==> config.mk <==
export PLATFORM = sky130hd
export DESIGN_NAME = escape_sequence_decoder
export DESIGN_NICKNAME = d
export VERILOG_FILES = /design/src/rtl/escape_sequence_decoder_pkg.sv /design/src/rtl/escape_sequence_decoder.sv
export SDC_FILE = /design/constraint.sdc
export NUM_CORES = 1
export LEC_CHECK = 0
export BUFFER_PORTS_ARGS = -buffer_cell sky130_fd_sc_hd__buf_4
export CAP_MARGIN = 10
export CORE_AREA = 4 4 104 67
export CTS_CLUSTER_DIAMETER = 30
export DETAILED_ROUTE_END_ITERATION = 16
export DIE_AREA = 0 0 108 71
export PLACE_DENSITY = 0.67
export SLEW_MARGIN = 20
export SYNTH_ARGS = -nofsm -noshare
export SYNTH_HDL_FRONTEND = slang
export SYNTH_SLANG_ARGS = --single-unit
export TNS_END_PERCENT = 1
==> constraint.sdc <==
create_clock -name clk -period 5.8 [get_ports clk]
set_input_delay 0.58 -clock clk [delete_from_list [all_inputs] [get_ports clk]]
set_output_delay 0.58 -clock clk [all_outputs]
set_load 0.005 [all_outputs]
==> src/rtl/escape_sequence_decoder_pkg.sv <==
// Package: escape_sequence_decoder_pkg
// Command types and the parameter record shared between the escape sequence
// decoder and every block that consumes its command stream.
package escape_sequence_decoder_pkg;

    // INPUT is encoded as zero, so a cleared command register reads as INPUT.
    typedef enum logic [2:0] {
        INPUT = 3'd0,
        HTS   = 3'd1,
        TBC   = 3'd2,
        CHT   = 3'd3,
        CBT   = 3'd4
    } CommandsType;

    // Pn1: numeric parameter (zero for INPUT).
    // Pchar: received character (zero for everything except INPUT).
    typedef struct packed {
        logic [7:0] Pn1;
        logic [7:0] Pchar;
    } Param_t;

endpackage

==> src/rtl/escape_sequence_decoder.sv <==
// Module: escape_sequence_decoder
// Turns the received host byte stream into commands. Ground-state characters
// become INPUT commands. ESC / CSI sequences decode to HTS, TBC, CHT and CBT.
// Any other sequence is consumed without producing a command.
//
// Ports
//   clk           system clock
//   rst_n         synchronous reset, active low
//   dataValid     dataIn carries a byte this cycle (no backpressure)
//   dataIn        received character
//   commandReady  one-cycle strobe: commandType / param are valid
//   commandType   INPUT, HTS, TBC, CHT or CBT; holds until the next command
//   param         Pn1 numeric parameter, Pchar character; holds until the next command
//   parserIdle    high while the decoder is in the ground state
module escape_sequence_decoder
    import escape_sequence_decoder_pkg::*;
#(
    parameter logic [7:0] PARAM_MAX = 8'd255,
    parameter bit         C1_CSI    = 1'b1
) (
    input  logic        clk,
    input  logic        rst_n,
    input  logic        dataValid,
    input  logic [7:0]  dataIn,
    output logic        commandReady,
    output CommandsType commandType,
    output Param_t      param,
    output logic        parserIdle
);

    typedef enum logic [1:0] {
        S_GROUND,
        S_ESC,
        S_CSI_PARAM,
        S_CSI_IGNORE
    } state_t;

    state_t      state, state_n;
    logic [7:0]  acc, acc_n;
    logic        semi, semi_n;
    logic        ready_n;
    CommandsType type_n;
    Param_t      param_n;

    logic        is_exec;
    logic        is_print;
    logic        is_digit;
    logic        is_final;
    logic        is_inter;
    logic [11:0] acc_mul;
    logic [7:0]  acc_nz;

    // Byte classes used by several states.
    assign is_exec  = (dataIn == 8'h08) || (dataIn == 8'h09) ||
                      (dataIn == 8'h0A) || (dataIn == 8'h0D);
    assign is_print = (dataIn >= 8'h20) && (dataIn <= 8'h7E);
    assign is_digit = (dataIn >= 8'h30) && (dataIn <= 8'h39);
    assign is_final = (dataIn >= 8'h40) && (dataIn <= 8'h7E);
    assign is_inter = (dataIn >= 8'h20) && (dataIn <= 8'h3F);

    // Accumulator step at 12 bits: 255*10+9 still fits, so the saturation compare is exact.
    assign acc_mul = {4'b0, acc} * 12'd10 + {8'b0, dataIn[3:0]};
    // CHT / CBT treat an empty or zero parameter as one.
    assign acc_nz  = (acc == 8'd0) ? 8'd1 : acc;

    assign parserIdle = (state == S_GROUND);

    // NOTE: every variable this block writes gets its default first, so no path can
    // leave one unassigned and infer a latch.
    always_comb begin
        state_n = state;
        acc_n   = acc;
        semi_n  = semi;
        ready_n = 1'b0;
        type_n  = commandType;
        param_n = param;

        if (dataValid) begin
            if ((dataIn == 8'h18) || (dataIn == 8'h1A)) begin
                state_n = S_GROUND;
            end else if (dataIn == 8'h1B) begin
                state_n = S_ESC;
                acc_n   = 8'd0;
                semi_n  = 1'b0;
            end else if (dataIn == 8'h7F) begin
                // DEL is padding in every state.
            end else begin
                case (state)
                    S_GROUND: begin
                        if (is_print || is_exec) begin
                            ready_n = 1'b1;
                            type_n  = INPUT;
                            param_n = '{Pn1: 8'd0, Pchar: dataIn};
                        end else if (C1_CSI && (dataIn == 8'h9B)) begin
                            state_n = S_CSI_PARAM;
                            acc_n   = 8'd0;
                            semi_n  = 1'b0;
                        end
                    end

                    S_ESC: begin
                        if (dataIn == 8'h48) begin
                            ready_n = 1'b1;
                            type_n  = HTS;
                            param_n = '0;
                            state_n = S_GROUND;
                        end else if (dataIn == 8'h5B) begin
                            state_n = S_CSI_PARAM;
                            acc_n   = 8'd0;
                            semi_n  = 1'b0;
                        end else begin
                            state_n = S_GROUND;
                        end
                    end

                    S_CSI_PARAM: begin
                        if (is_digit) begin
                            // Only the first parameter is kept; digits after ';' are dropped.
                            if (!semi) begin
                                acc_n = (acc_mul > {4'b0, PARAM_MAX}) ? PARAM_MAX : acc_mul[7:0];
                            end
                        end else if (dataIn == 8'h3B) begin
                            semi_n = 1'b1;
                        end else if (is_exec) begin
                            ready_n = 1'b1;
                            type_n  = INPUT;
                            param_n = '{Pn1: 8'd0, Pchar: dataIn};
                        end else if (is_inter) begin
                            state_n = S_CSI_IGNORE;
                        end else if (is_final) begin
                            state_n = S_GROUND;
                            case (dataIn)
                                8'h67: begin
                                    ready_n = 1'b1;
                                    type_n  = TBC;
                                    param_n = '{Pn1: acc, Pchar: 8'd0};
                                end
                                8'h49: begin
                                    ready_n = 1'b1;
                                    type_n  = CHT;
                                    param_n = '{Pn1: acc_nz, Pchar: 8'd0};
                                end
                                8'h5A: begin
                                    ready_n = 1'b1;
                                    type_n  = CBT;
                                    param_n = '{Pn1: acc_nz, Pchar: 8'd0};
                                end
                                default: ;
                            endcase
                        end
                    end

                    S_CSI_IGNORE: begin
                        if (is_final) begin
                            state_n = S_GROUND;
                        end else if (is_exec) begin
                            ready_n = 1'b1;
                            type_n  = INPUT;
                            param_n = '{Pn1: 8'd0, Pchar: dataIn};
                        end
                    end

                    default: state_n = S_GROUND;
                endcase
            end
        end
    end

    // NOTE: sequential state uses non-blocking assignments so every register samples
    // the pre-edge values computed above, independent of statement order.
    always_ff @(posedge clk) begin
        if (!rst_n) begin
            state        <= S_GROUND;
            acc          <= 8'd0;
            semi         <= 1'b0;
            commandReady <= 1'b0;
            commandType  <= INPUT;
            param        <= '0;
        end else begin
            state        <= state_n;
            acc          <= acc_n;
            semi         <= semi_n;
            commandReady <= ready_n;
            commandType  <= type_n;
            param        <= param_n;
        end
    end

endmodule

==> impl_metrics.prom, run 1 <==
# TYPE chip_impl_metric gauge
chip_impl_info{name="status",value="finished, final reports clean"} 1
chip_impl_metric{name="detailedPlacementHpwl",unit="um"} 4270
chip_impl_metric{name="cts-hold-fix-buffers",unit=""} 0
chip_impl_metric{name="p_total",unit="mW"} 0.463
chip_impl_info{name="critical_path.startpoint_type",value="register"} 1
chip_impl_metric{name="power-per-cell-area",unit="nW/um^2"} 173
chip_impl_metric{name="post-route-period-util",unit=""} 0.543
chip_impl_info{name="worst_hold_path_endpoint",value="commandType[2]$_SDFFE_PN0P_"} 1
chip_impl_metric{name="slew_viol_final",unit=""} 0
chip_impl_metric{name="synth.yosys.seq_area_share",unit=""} 0.266
chip_impl_metric{name="remaining_drc_errors",unit=""} 0
chip_impl_metric{name="syn_to_final_growth",unit="%"} 14.2
chip_impl_metric{name="vdd.ir_drop.worst",unit="mV"} 0.0860
chip_impl_metric{name="cp.required",unit="ns"} 5.97
chip_impl_metric{name="drt.antenna.violating_nets",unit=""} 0
chip_impl_metric{name="critPathMaxFanout",unit=""} 8
chip_impl_metric{name="tns",unit="ns"} 0
chip_impl_info{name="synth.top_cells.by_count",value="sky130_fd_sc_hd__nand2_1 (35), sky130_fd_sc_hd__dfxtp_1 (31), sky130_fd_sc_hd__ha_1 (19), sky130_fd_sc_hd__nand3_1 (19), sky130_fd_sc_hd__o21ai_2 (18)"} 1
chip_impl_info{name="hp-class",value="register to register"} 1
chip_impl_metric{name="p_leak",unit="nW"} 1.15
chip_impl_metric{name="multi_input_area",unit="um^2"} 1580
chip_impl_metric{name="num-fill-cells",unit=""} 622
chip_impl_metric{name="grt-ovfl-total",unit=""} 0
chip_impl_metric{name="grt_pass1_wl",unit="um"} 9540
chip_impl_metric{name="pin_count_of_the_biggest_net_entering_global_routing",unit=""} 38
chip_impl_metric{name="post-synth-top-area-fraction",unit=""} 0.266
chip_impl_metric{name="hold_viol_final",unit=""} 0
chip_impl_metric{name="cp_data_arrival_time",unit="ns"} 3.32
chip_impl_metric{name="route.vias.total",unit=""} 2196
chip_impl_metric{name="r2r_setup_slack",unit="ns"} 2.65
chip_impl_metric{name="grt_util_all_layers",unit=""} 0.151
chip_impl_info{name="critPathCaptureType",value="register"} 1
chip_impl_metric{name="initial_core_util",unit=""} 0.391
chip_impl_metric{name="clock_skew",unit="ns"} 0.00401
chip_impl_metric{name="firstDrtPassIters",unit=""} 5
chip_impl_metric{name="timing_worst_slew_pin_value",unit="ns"} 0.858
chip_impl_metric{name="worst_slew_margin_rel",unit=""} 0.423
chip_impl_metric{name="max-cap-violations",unit=""} 0
chip_impl_info{name="critical_path_class",value="register to register"} 1
chip_impl_metric{name="synthesized_area_divided_by_synthesized_cell_count",unit="um^2"} 8.53
chip_impl_metric{name="final_cell_count_no_fill",unit=""} 381
chip_impl_metric{name="ff_latch_area",unit="um^2"} 621
chip_impl_metric{name="layout-drive-gt1-share",unit=""} 0.229
chip_impl_metric{name="final_critical_path_setup_slack",unit="ns"} 2.65
chip_impl_info{name="synth_flop_type",value="sky130_fd_sc_hd__dfxtp_1"} 1
chip_impl_metric{name="synth_nets",unit=""} 306
chip_impl_metric{name="rows",unit=""} 22
chip_impl_metric{name="worst_hold_path.num_cells",unit=""} 2
chip_impl_metric{name="clock_insertion_delay_worst_skew",unit="ns"} 0.28
chip_impl_metric{name="number_of_global_route_vias_before_repair",unit=""} 1917
chip_impl_metric{name="dieWidth",unit="um"} 108
chip_impl_metric{name="postSynthCellCount",unit=""} 274
chip_impl_metric{name="cts.clk_slew.worst_paths",unit="ns"} 0.07
chip_impl_info{name="clock_tree.root_cell",value="sky130_fd_sc_hd__clkbuf_8"} 1
chip_impl_metric{name="detail_route.wl_per_cell",unit="um"} 15.3
chip_impl_metric{name="count_of_state_elements_after_synthesis",unit=""} 31
chip_impl_metric{name="post_cts_resize_count",unit=""} 0
chip_impl_info{name="r2r-end",value="acc[4]$_SDFFE_PN0P_"} 1
chip_impl_metric{name="clkSinkCount",unit=""} 31
chip_impl_metric{name="timing.reg2reg.worst_path_depth",unit=""} 9
chip_impl_metric{name="finalWeightedCongestion",unit=""} 0.898
chip_impl_metric{name="synth_area",unit="um^2"} 2340
chip_impl_metric{name="die_y",unit="um"} 71
chip_impl_metric{name="top_level_ports",unit=""} 32
chip_impl_info{name="synth_top_area_cell",value="sky130_fd_sc_hd__dfxtp_1"} 1
chip_impl_metric{name="finalWirelength",unit="um"} 5840
chip_impl_metric{name="core_region_area",unit="um^2"} 5970
chip_impl_metric{name="grt_antenna_before_repair",unit=""} 0
chip_impl_metric{name="dr.first_iter.drc_count",unit=""} 228
chip_impl_info{name="hold_path.startpoint",value="commandType[2]$_SDFFE_PN0P_"} 1
chip_impl_metric{name="dpl.cell_count",unit=""} 373
chip_impl_metric{name="post_cts_buffers",unit=""} 0
chip_impl_metric{name="synthArstFlopShare",unit=""} 0
chip_impl_metric{name="setup_viol",unit=""} 0
chip_impl_metric{name="insertedDiodeCount",unit=""} 0
chip_impl_info{name="rsz0062_at_grt",value="false"} 1
chip_impl_metric{name="port-buffer-count",unit=""} 31
chip_impl_info{name="post-synth-top-count-cell",value="sky130_fd_sc_hd__nand2_1"} 1
chip_impl_metric{name="viasPerCell",unit=""} 5.76
chip_impl_metric{name="pre_cts_ws",unit="ns"} 2.68
chip_impl_metric{name="maxClockFrequency",unit="MHz"} 317
chip_impl_metric{name="cts_htree_levels",unit=""} 2
chip_impl_info{name="post_synth_main_area_contributors",value="sky130_fd_sc_hd__dfxtp_1 (27%), sky130_fd_sc_hd__ha_1 (10%), sky130_fd_sc_hd__o21ai_2 (6.7%)"} 1
chip_impl_metric{name="synthesis.yosys.warnings",unit=""} 0
chip_impl_info{name="tritoncts",value="yes"} 1
chip_impl_metric{name="nNetsFinal",unit=""} 328
chip_impl_metric{name="cts-root-to-sink-buffers",unit=""} 2
chip_impl_metric{name="tritoncts.num_buffers",unit=""} 5
chip_impl_info{name="cp-startpoint",value="acc[1]$_SDFFE_PN0P_"} 1
chip_impl_info{name="worstReg2RegStart",value="acc[1]$_SDFFE_PN0P_"} 1
chip_impl_metric{name="synth_edf_count",unit=""} 0
chip_impl_metric{name="yosys.cell_types.count",unit=""} 60
chip_impl_metric{name="die-area",unit="um^2"} 7670
chip_impl_metric{name="fin_crit",unit="ns"} 3.15
## sequential cells by signal, summed over array words and instances, names as in the netlist
| name | count |
|---|---|
| state | 2 |
| commandReady | 1 |
| param | 16 |
| acc | 8 |
| commandType | 3 |
| semi | 1 |
## final cells by class
cell class / count / share of cell area
Timing Repair Buffer: 32 / 0.0900
Sequential cell: 31 / 0.233
Tap cell: 84 / 0.0394
Inverter: 4 / 0.00563
Clock buffer: 7 / 0.0361
Multi-Input combinational cell: 222 / 0.594
Clock inverter: 1 / 0.00281
## metrics by stage
step | utilization | cell area (um^2) | hold slack [ns]
after detailed placement | 0.429 | 2560 | 0.449
after CTS | 0.447 | 2670 | 0.460
after global routing | 0.447 | 2670 | 0.482
after floorplan | - | 2340 | 0.451
after global placement | 0.429 | 2560 | 0.447
final | 0.447 | 2670 | 0.457
## worst max-delay path: stages (launching register included)
cell                      delay (ns)
sky130_fd_sc_hd__dfxtp_1        0.47
sky130_fd_sc_hd__ha_1           0.28
sky130_fd_sc_hd__ha_1           0.24
sky130_fd_sc_hd__fa_1           0.56
sky130_fd_sc_hd__and3_1         0.17
sky130_fd_sc_hd__a32oi_1        0.08
sky130_fd_sc_hd__nor4_1         0.26
sky130_fd_sc_hd__mux2i_1        0.63
sky130_fd_sc_hd__nand2_1        0.13
sky130_fd_sc_hd__a22o_1         0.23
## cells by family after synthesis
| kind of cell | after synthesis | share of synthesized area |
|---|---|---|
| AO/OA/AOI/OAI | 69 | 0.232 |
| XOR/XNOR | 6 | 0.0225 |
| adder cells (fa/ha/maj) | 21 | 0.119 |
| buffers and inverters | 21 | 0.0562 |
| flip-flops | 31 | 0.266 |
| multiplexers | 4 | 0.0171 |
| AND/OR/NAND/NOR | 122 | 0.287 |
## power breakdown
| group | internal [mW] | switching, mW | total [mW] |
|---|---|---|---|
| clock | 0.108 | 0.0813 | 0.189 |
| combinational | 0.0203 | 0.0356 | 0.0559 |
| sequential | 0.216 | 0.00170 | 0.218 |
## worst max path at each step
| stage | endpoint | cells after the start |
|---|---|---|
| global placement | acc[7]$_SDFFE_PN0P_ | 9 |
| floorplan | acc[7]$_SDFFE_PN0P_ | 9 |
| CTS | acc[4]$_SDFFE_PN0P_ | 9 |
| detailed placement | acc[7]$_SDFFE_PN0P_ | 9 |
| global route | acc[4]$_SDFFE_PN0P_ | 9 |
| finish | acc[4]$_SDFFE_PN0P_ | 9 |
## cell usage in the layout, fill, tap and decap left out, types with 8 or more instances in the layout
cell,netlist,final
sky130_fd_sc_hd__nand3_1,19,19
sky130_fd_sc_hd__a22o_1,8,8
sky130_fd_sc_hd__buf_4,0,32
sky130_fd_sc_hd__o21ai_2,18,18
sky130_fd_sc_hd__nand4_1,10,10
sky130_fd_sc_hd__ha_1,19,19
sky130_fd_sc_hd__nor3_1,13,13
sky130_fd_sc_hd__dfxtp_1,31,31
sky130_fd_sc_hd__nand2_1,35,35
sky130_fd_sc_hd__nor2_1,9,9
## per-layer routing
layer	track usage	share of wire
met5	0	0
met1	0.239	0.53
met2	0.200	0.38
met3	0.0410	0.087
met4	0.0294	0.0053
No activity file was read; power rests on OpenSTA's default activity.
==> run 2, diff against run 1 <==
Settings changed: ABC_AREA set to 1, CORE_AREA 4 4 104 67 to 4 4 109 69, DIE_AREA 0 0 108 71 to 0 0 113 73.
Clock period 5.8 ns to 3.1 ns, I/O delays scaled along.
==> run 2 against run 1 <==
Area after synthesis up 9.2%. Critical path type unchanged. Routed wire length up 15%. Total power rose to 2.7 times the previous value. Core utilization up 0.94 points.
==> impl_metrics.prom, run 2 <==
# TYPE chip_impl_metric gauge
chip_impl_info{name="status",value="finished, final reports clean"} 1
chip_impl_metric{name="final_cell_count_no_fill",unit=""} 524
chip_impl_metric{name="critPathMaxFanout",unit=""} 8
chip_impl_metric{name="cts.clk_slew.worst_paths",unit="ns"} 0.07
chip_impl_metric{name="die-area",unit="um^2"} 8250
chip_impl_metric{name="initial_core_util",unit=""} 0.391
chip_impl_metric{name="post_cts_buffers",unit=""} 0
chip_impl_metric{name="p_total",unit="mW"} 1.25
chip_impl_metric{name="cp_data_arrival_time",unit="ns"} 3.00
chip_impl_metric{name="cts-root-to-sink-buffers",unit=""} 2
chip_impl_metric{name="final_critical_path_setup_slack",unit="ns"} 0.262
chip_impl_metric{name="cts_htree_levels",unit=""} 2
chip_impl_metric{name="dieWidth",unit="um"} 113
chip_impl_info{name="post_synth_main_area_contributors",value="sky130_fd_sc_hd__dfxtp_1 (24%), sky130_fd_sc_hd__nand2_1 (17%), sky130_fd_sc_hd__ha_1 (9.3%)"} 1
chip_impl_metric{name="postSynthCellCount",unit=""} 403
chip_impl_info{name="critical_path_class",value="register to register"} 1
chip_impl_info{name="critical_path.startpoint_type",value="register"} 1
chip_impl_metric{name="cp.required",unit="ns"} 3.26
chip_impl_metric{name="clock_skew",unit="ns"} 0.00477
chip_impl_metric{name="share_of_power_burned_in_combinational_logic",unit=""} 0.291
chip_impl_info{name="synth.top_cells.by_count",value="sky130_fd_sc_hd__nand2_1 (118), sky130_fd_sc_hd__nor2_1 (59), sky130_fd_sc_hd__nand3_1 (39)"} 1
chip_impl_metric{name="syn_to_final_growth",unit="%"} 16.8
chip_impl_metric{name="number_of_global_route_vias_before_repair",unit=""} 2330
chip_impl_metric{name="layout-drive-gt1-share",unit=""} 0.178
chip_impl_metric{name="largest_reg_flops",unit=""} 16
chip_impl_metric{name="remaining_drc_errors",unit=""} 0
chip_impl_metric{name="grt_pass1_wl",unit="um"} 11400
chip_impl_metric{name="port-buffer-count",unit=""} 31
chip_impl_metric{name="grt_util_all_layers",unit=""} 0.170
chip_impl_metric{name="pre_cts_ws",unit="ns"} 0.313
chip_impl_metric{name="top_level_ports",unit=""} 32
chip_impl_metric{name="tns",unit="ns"} 0
chip_impl_metric{name="detail_route.wl_per_cell",unit="um"} 12.8
chip_impl_metric{name="slew_viol_final",unit=""} 0
chip_impl_metric{name="power-per-cell-area",unit="nW/um^2"} 420
chip_impl_metric{name="detailed_place.area",unit="um^2"} 2860
chip_impl_metric{name="dpl.cell_count",unit=""} 516
chip_impl_metric{name="post-synth-top-area-fraction",unit=""} 0.243
chip_impl_metric{name="count_of_state_elements_after_synthesis",unit=""} 31
chip_impl_metric{name="final.hold.worst_slack",unit="ns"} 0.353
chip_impl_info{name="final_common_cell",value="sky130_fd_sc_hd__nand2_1"} 1
chip_impl_metric{name="seq_power_share",unit=""} 0.368
chip_impl_metric{name="clkSinkCount",unit=""} 31
chip_impl_metric{name="drt.antenna.violating_nets",unit=""} 0
chip_impl_metric{name="max-cap-violations",unit=""} 0
chip_impl_info{name="critical_path.cell_chain",value="ha_1 -> ha_1 -> fa_1 -> nand3_1 -> nor2_1 -> nand2_1 -> nor2_1 -> nor2_1 -> nor2_1 -> nand4_1 -> nand2_1 -> a21oi_1"} 1
chip_impl_info{name="rsz0062_at_grt",value="false"} 1
chip_impl_metric{name="finalWeightedCongestion",unit=""} 0.917
chip_impl_metric{name="wp_buf_inv",unit=""} 0
chip_impl_metric{name="rows",unit=""} 23
chip_impl_info{name="most-common-layout-cells",value="sky130_fd_sc_hd__nand2_1 (118), sky130_fd_sc_hd__nor2_1 (59), sky130_fd_sc_hd__nand3_1 (39), sky130_fd_sc_hd__inv_1 (36), sky130_fd_sc_hd__buf_4 (32)"} 1
chip_impl_metric{name="nNetsFinal",unit=""} 468
chip_impl_metric{name="synth_edf_count",unit=""} 0
chip_impl_metric{name="synthesized_area_divided_by_synthesized_cell_count",unit="um^2"} 6.33
chip_impl_metric{name="yosys.cell_types.count",unit=""} 32
chip_impl_info{name="crit_top_cell",value="sky130_fd_sc_hd__nor2_1"} 1
chip_impl_metric{name="fin_crit",unit="ns"} 2.84
chip_impl_metric{name="core_region_area",unit="um^2"} 6530
chip_impl_metric{name="pin_count_of_the_biggest_net_entering_global_routing",unit=""} 22
chip_impl_metric{name="route.vias.total",unit=""} 2641
chip_impl_metric{name="post-route-period-util",unit=""} 0.915
chip_impl_metric{name="insertedDiodeCount",unit=""} 0
chip_impl_metric{name="dr.first_iter.drc_count",unit=""} 296
chip_impl_info{name="largest_registers",value="param x16, acc x8, commandType x3"} 1
chip_impl_info{name="clock_tree.root_cell",value="sky130_fd_sc_hd__clkbuf_8"} 1
chip_impl_metric{name="p_sw_frac",unit=""} 0.328
chip_impl_metric{name="clockPowerShare",unit=""} 0.340
chip_impl_info{name="post-synth-top-count-cell",value="sky130_fd_sc_hd__nand2_1"} 1
chip_impl_metric{name="p_leak",unit="nW"} 1.46
chip_impl_metric{name="net-switching-power",unit="mW"} 0.411
chip_impl_metric{name="final_design_area_no_fill",unit="um^2"} 2980
chip_impl_metric{name="grt-ovfl-total",unit=""} 0
chip_impl_metric{name="firstDrtPassIters",unit=""} 6
chip_impl_metric{name="vdd.ir_drop.worst",unit="mV"} 0.200
chip_impl_metric{name="cts-hold-fix-buffers",unit=""} 0
chip_impl_info{name="synth_flop_type",value="sky130_fd_sc_hd__dfxtp_1"} 1
chip_impl_metric{name="synth.yosys.seq_area_share",unit=""} 0.243
chip_impl_metric{name="r2r_setup_slack",unit="ns"} 0.26
chip_impl_metric{name="synth_area",unit="um^2"} 2550
chip_impl_info{name="synth_top_area_cell",value="sky130_fd_sc_hd__dfxtp_1"} 1
chip_impl_metric{name="maxClockFrequency",unit="MHz"} 352
chip_impl_metric{name="setup_viol",unit=""} 0
chip_impl_metric{name="final_util",unit=""} 0.456
chip_impl_metric{name="intPower",unit="mW"} 0.842
chip_impl_metric{name="finalWirelength",unit="um"} 6700
chip_impl_metric{name="clock_insertion_delay_worst_skew",unit="ns"} 0.29
chip_impl_metric{name="hold_viol_final",unit=""} 0
chip_impl_metric{name="timing_worst_slew_pin_value",unit="ns"} 0.479
chip_impl_metric{name="die_y",unit="um"} 73
chip_impl_info{name="register_with_the_most_flip_flops",value="param"} 1
chip_impl_metric{name="synth_nets",unit=""} 435
chip_impl_info{name="tritoncts",value="yes"} 1
chip_impl_metric{name="synthArstFlopShare",unit=""} 0
chip_impl_metric{name="grt_antenna_before_repair",unit=""} 0
chip_impl_info{name="hp-class",value="primary input to register"} 1
chip_impl_metric{name="synthesis.yosys.warnings",unit=""} 0
chip_impl_metric{name="post_cts_resize_count",unit=""} 0
chip_impl_metric{name="worst_slew_margin_rel",unit=""} 0.679
chip_impl_info{name="timing.critical_path.max_delay_family",value="simple AND/OR/NAND/NOR gates"} 1
chip_impl_metric{name="critical-path-max-stage-delay",unit="ns"} 0.57
chip_impl_metric{name="viasPerCell",unit=""} 5.04
chip_impl_metric{name="detailedPlacementHpwl",unit="um"} 5330
chip_impl_metric{name="tritoncts.num_buffers",unit=""} 5
chip_impl_info{name="critPathCaptureType",value="register"} 1
chip_impl_info{name="cp_slowest_cell",value="sky130_fd_sc_hd__fa_1"} 1
## run 2: cell count changes in the layout (fill, tap and decap cells not counted), moves of 6 or more
| cell | change |
|---|---|
| sky130_fd_sc_hd__a21oi_1 | +14 |
| sky130_fd_sc_hd__a22o_1 | -8 |
| sky130_fd_sc_hd__inv_1 | +32 |
| sky130_fd_sc_hd__nand2_1 | +83 |
| sky130_fd_sc_hd__nand3_1 | +20 |
| sky130_fd_sc_hd__nand4b_1 | -6 |
| sky130_fd_sc_hd__nor2_1 | +50 |
| sky130_fd_sc_hd__nor2_2 | +14 |
| sky130_fd_sc_hd__nor3_1 | -10 |
| sky130_fd_sc_hd__o21ai_2 | -16 |
## run 2: worst min-delay path, stage by stage
cell and delay (ns):
sky130_fd_sc_hd__buf_4 0.13, sky130_fd_sc_hd__nand2_2 0.10, sky130_fd_sc_hd__a211oi_1 0.06
## run 2: final cells by class
cell class / instances / area, um^2
Sequential cell: 31 / 621
Fill cell: 666 / 3550
Timing Repair Buffer: 32 / 240
Clock buffer: 6 / 82.6
Inverter: 42 / 163
Multi-Input combinational cell: 324 / 1730
Clock inverter: 2 / 35.0
Tap cell: 87 / 109
## run 2: worst paths after layout
kind | start | end | cells past startpoint
hold / removal | dataValid | commandReady$_SDFF_PP0_ | 3
hold reg to reg | semi$_SDFFE_PN0P_ | semi$_SDFFE_PN0P_ | 2
setup reg to reg | acc[1]$_SDFFE_PN0P_ | acc[4]$_SDFFE_PN0P_ | 12
setup / recovery | acc[1]$_SDFFE_PN0P_ | acc[4]$_SDFFE_PN0P_ | 12
## run 2: power groups by stage
stage / Sequential, mW / Clock [mW] / Combinational, mW
final: 0.462 / 0.427 / 0.365
after global routing: 0.467 / 0.449 / 0.414
after CTS: 0.462 / 0.431 / 0.363
after detailed placement: 0.471 / 0 / 0.362
after global placement: 0.470 / 0 / 0.359
after floorplan: 0.472 / 0 / 0.241
## run 2: cell families after synthesis
logic type	after synthesis	share of synthesized area
xor gates and xnor gates	5	0.0172
buffers and inverters	48	0.0785
DFF	31	0.243
adders and majority gates	21	0.109
AOI/OAI and AO/OA	29	0.0657
and+or+nand+nor	269	0.487
## run 2: per-layer routing
metal / global-route usage / up-vias / routed length [um]
li1: - / 1369 / -
met3: 0.0489 / 6 / 610
met5: 0 / - / 0
met1: 0.274 / 1162 / 3590
met4: 0.0120 / 0 / 22
met2: 0.224 / 104 / 2470
==> run 3, diff against run 2 <==
Settings changed: BUFFER_PORTS_ARGS -buffer_cell sky130_fd_sc_hd__buf_4 to -buffer_cell sky130_fd_sc_hd__clkbuf_2.
==> run 3 against run 2 <==
Sequential share of layout area grew 0.56 points. Flip-flop and latch count is the same. Die area is the same. First-iteration DRC count grew 22%. Fmax grew 0.64%. Final cell count is the same. Global-route usage grew 0.55 points. Setup slack gained 0.018 ns. Total power shrank 2.4%.
==> impl_metrics.prom, run 3 (synthesis results as in run 2) <==
# TYPE chip_impl_metric gauge
chip_impl_info{name="status",value="finished, final reports clean"} 1
chip_impl_metric{name="insertedDiodeCount",unit=""} 0
chip_impl_metric{name="cp.required",unit="ns"} 3.25
chip_impl_metric{name="cts_htree_levels",unit=""} 2
chip_impl_metric{name="maxClockFrequency",unit="MHz"} 355
chip_impl_metric{name="worst_hold_path.num_cells",unit=""} 3
chip_impl_metric{name="power-per-cell-area",unit="nW/um^2"} 421
chip_impl_metric{name="remaining_drc_errors",unit=""} 0
chip_impl_metric{name="firstDrtPassIters",unit=""} 4
chip_impl_metric{name="max-cap-violations",unit=""} 0
chip_impl_info{name="critical_path_class",value="register to register"} 1
chip_impl_metric{name="drt.antenna.violating_nets",unit=""} 0
chip_impl_metric{name="largest_reg_flops",unit=""} 16
chip_impl_metric{name="number_of_global_route_vias_before_repair",unit=""} 2464
chip_impl_metric{name="fin_crit",unit="ns"} 2.82
chip_impl_metric{name="nNetsFinal",unit=""} 468
chip_impl_metric{name="vdd.ir_drop.worst",unit="mV"} 0.212
chip_impl_metric{name="num-fill-cells",unit=""} 671
chip_impl_metric{name="post_cts_buffers",unit=""} 0
chip_impl_metric{name="layout-drive-gt1-share",unit=""} 0.178
chip_impl_info{name="most-common-layout-cells",value="sky130_fd_sc_hd__nand2_1 (118), sky130_fd_sc_hd__nor2_1 (59), sky130_fd_sc_hd__nand3_1 (39), sky130_fd_sc_hd__inv_1 (36)"} 1
chip_impl_metric{name="grt_pass1_wl",unit="um"} 11800
chip_impl_metric{name="core_region_area",unit="um^2"} 6530
chip_impl_info{name="largest_registers",value="param x16, acc x8, commandType x3"} 1
chip_impl_metric{name="viasPerCell",unit=""} 5.12
chip_impl_info{name="hp-class",value="primary input to register"} 1
chip_impl_metric{name="detailedPlacementHpwl",unit="um"} 5420
chip_impl_info{name="critical_path.startpoint_type",value="register"} 1
chip_impl_metric{name="cts-root-to-sink-buffers",unit=""} 2
chip_impl_metric{name="cp_data_arrival_time",unit="ns"} 2.97
chip_impl_metric{name="dr.first_iter.drc_count",unit=""} 361
chip_impl_metric{name="cts.clk_slew.worst_paths",unit="ns"} 0.07
chip_impl_metric{name="post-route-period-util",unit=""} 0.910
chip_impl_metric{name="critPathMaxFanout",unit=""} 8
chip_impl_metric{name="finalWirelength",unit="um"} 6810
chip_impl_metric{name="top_level_ports",unit=""} 32
chip_impl_metric{name="timing.reg2reg.worst_path_depth",unit=""} 12
chip_impl_metric{name="die-area",unit="um^2"} 8250
chip_impl_info{name="clock_tree.root_cell",value="sky130_fd_sc_hd__clkbuf_8"} 1
chip_impl_metric{name="tritoncts.num_buffers",unit=""} 5
chip_impl_info{name="critPathCaptureType",value="register"} 1
chip_impl_metric{name="tns",unit="ns"} 0
chip_impl_metric{name="timing_worst_slew_pin_value",unit="ns"} 0.460
chip_impl_metric{name="grt-ovfl-total",unit=""} 0
chip_impl_metric{name="grt_util_all_layers",unit=""} 0.175
chip_impl_metric{name="port-buffer-count",unit=""} 31
chip_impl_metric{name="finalWeightedCongestion",unit=""} 0.891
chip_impl_metric{name="slew_viol_final",unit=""} 0
chip_impl_metric{name="pin_count_of_the_biggest_net_entering_global_routing",unit=""} 22
chip_impl_metric{name="die_y",unit="um"} 73
chip_impl_metric{name="post_cts_resize_count",unit=""} 0
chip_impl_metric{name="p_total",unit="mW"} 1.22
chip_impl_metric{name="p_leak",unit="nW"} 1.43
chip_impl_metric{name="cts-hold-fix-buffers",unit=""} 0
chip_impl_metric{name="syn_to_final_growth",unit="%"} 13.8
chip_impl_metric{name="route.vias.total",unit=""} 2685
chip_impl_metric{name="ff_latch_area",unit="um^2"} 621
chip_impl_metric{name="multi_input_area",unit="um^2"} 1730
chip_impl_metric{name="worst_slew_margin_rel",unit=""} 0.692
chip_impl_info{name="rsz0062_at_grt",value="false"} 1
chip_impl_metric{name="hold_viol_final",unit=""} 0
chip_impl_metric{name="initial_core_util",unit=""} 0.391
chip_impl_metric{name="grt_antenna_before_repair",unit=""} 0
chip_impl_info{name="register_with_the_most_flip_flops",value="param"} 1
chip_impl_metric{name="clock_skew",unit="ns"} 0.00434
chip_impl_metric{name="clkSinkCount",unit=""} 31
chip_impl_info{name="final_common_cell",value="sky130_fd_sc_hd__nand2_1"} 1
chip_impl_metric{name="clock_insertion_delay_worst_skew",unit="ns"} 0.28
chip_impl_metric{name="detail_route.wl_per_cell",unit="um"} 13.0
chip_impl_info{name="tritoncts",value="yes"} 1
chip_impl_metric{name="dieWidth",unit="um"} 113
chip_impl_metric{name="rows",unit=""} 23
chip_impl_metric{name="setup_viol",unit=""} 0
[run 3: cell type report]
class,count,area share
Clock buffer,6,0.0284
Clock inverter,2,0.0121
Inverter,42,0.0560
Multi-Input combinational cell,324,0.596
Sequential cell,31,0.214
Tap cell,87,0.0375
Timing Repair Buffer,32,0.0560
[run 3: final timing paths]
path	startpoint	to	slack (ns)
worst min-delay path	dataValid	commandReady$_SDFF_PP0_	0.36
worst max-delay path	acc[1]$_SDFFE_PN0P_	acc[7]$_SDFFE_PN0P_	0.28
worst max register to register	acc[1]$_SDFFE_PN0P_	acc[7]$_SDFFE_PN0P_	0.28
worst min register to register	param[14]$_SDFFE_PN0P_	param[14]$_SDFFE_PN0P_	0.47
[run 3: report_power, final]
part           switching [mW]  leakage [nW]  internal, mW
clock                   0.160        0.0612         0.260
sequential             0.0216         0.253         0.439
combinational           0.223          1.12         0.119
[run 3: critical path, stage by stage, from the launching register on]
cell	delay [ns]
sky130_fd_sc_hd__dfxtp_1	0.47
sky130_fd_sc_hd__ha_1	0.28
sky130_fd_sc_hd__ha_1	0.24
sky130_fd_sc_hd__fa_1	0.58
sky130_fd_sc_hd__nand3_1	0.12
sky130_fd_sc_hd__nor2_1	0.10
sky130_fd_sc_hd__nand2_1	0.09
sky130_fd_sc_hd__nor2_1	0.11
sky130_fd_sc_hd__nor2_1	0.05
sky130_fd_sc_hd__nor2_1	0.36
sky130_fd_sc_hd__nand4_1	0.14
sky130_fd_sc_hd__nand2_1	0.09
sky130_fd_sc_hd__a21oi_1	0.06
[run 3: routing by layer]
| metal | wire, um | global-route usage | vias up |
|---|---|---|---|
| met5 | 0 | 0 | - |
| met3 | 677 | 0.0472 | 2 |
| met4 | 19 | 0.0293 | 0 |
| met1 | 3560 | 0.266 | 1184 |
| li1 | - | - | 1371 |
| met2 | 2560 | 0.249 | 128 |
[run 3: through the flow]
stage               utilization  instance area [um^2]  cells  setup slack (ns)  hold WS [ns]
finish                    0.444                  2900    524             0.281         0.359
global route              0.444                  2900    524            0.0431         0.353
CTS                       0.444                  2900    524             0.311         0.344
detailed placement        0.426                  2790    516             0.336         0.453
global placement          0.426                  2790    516             0.399         0.449
floorplan                     -                  2550    403             0.665         0.434
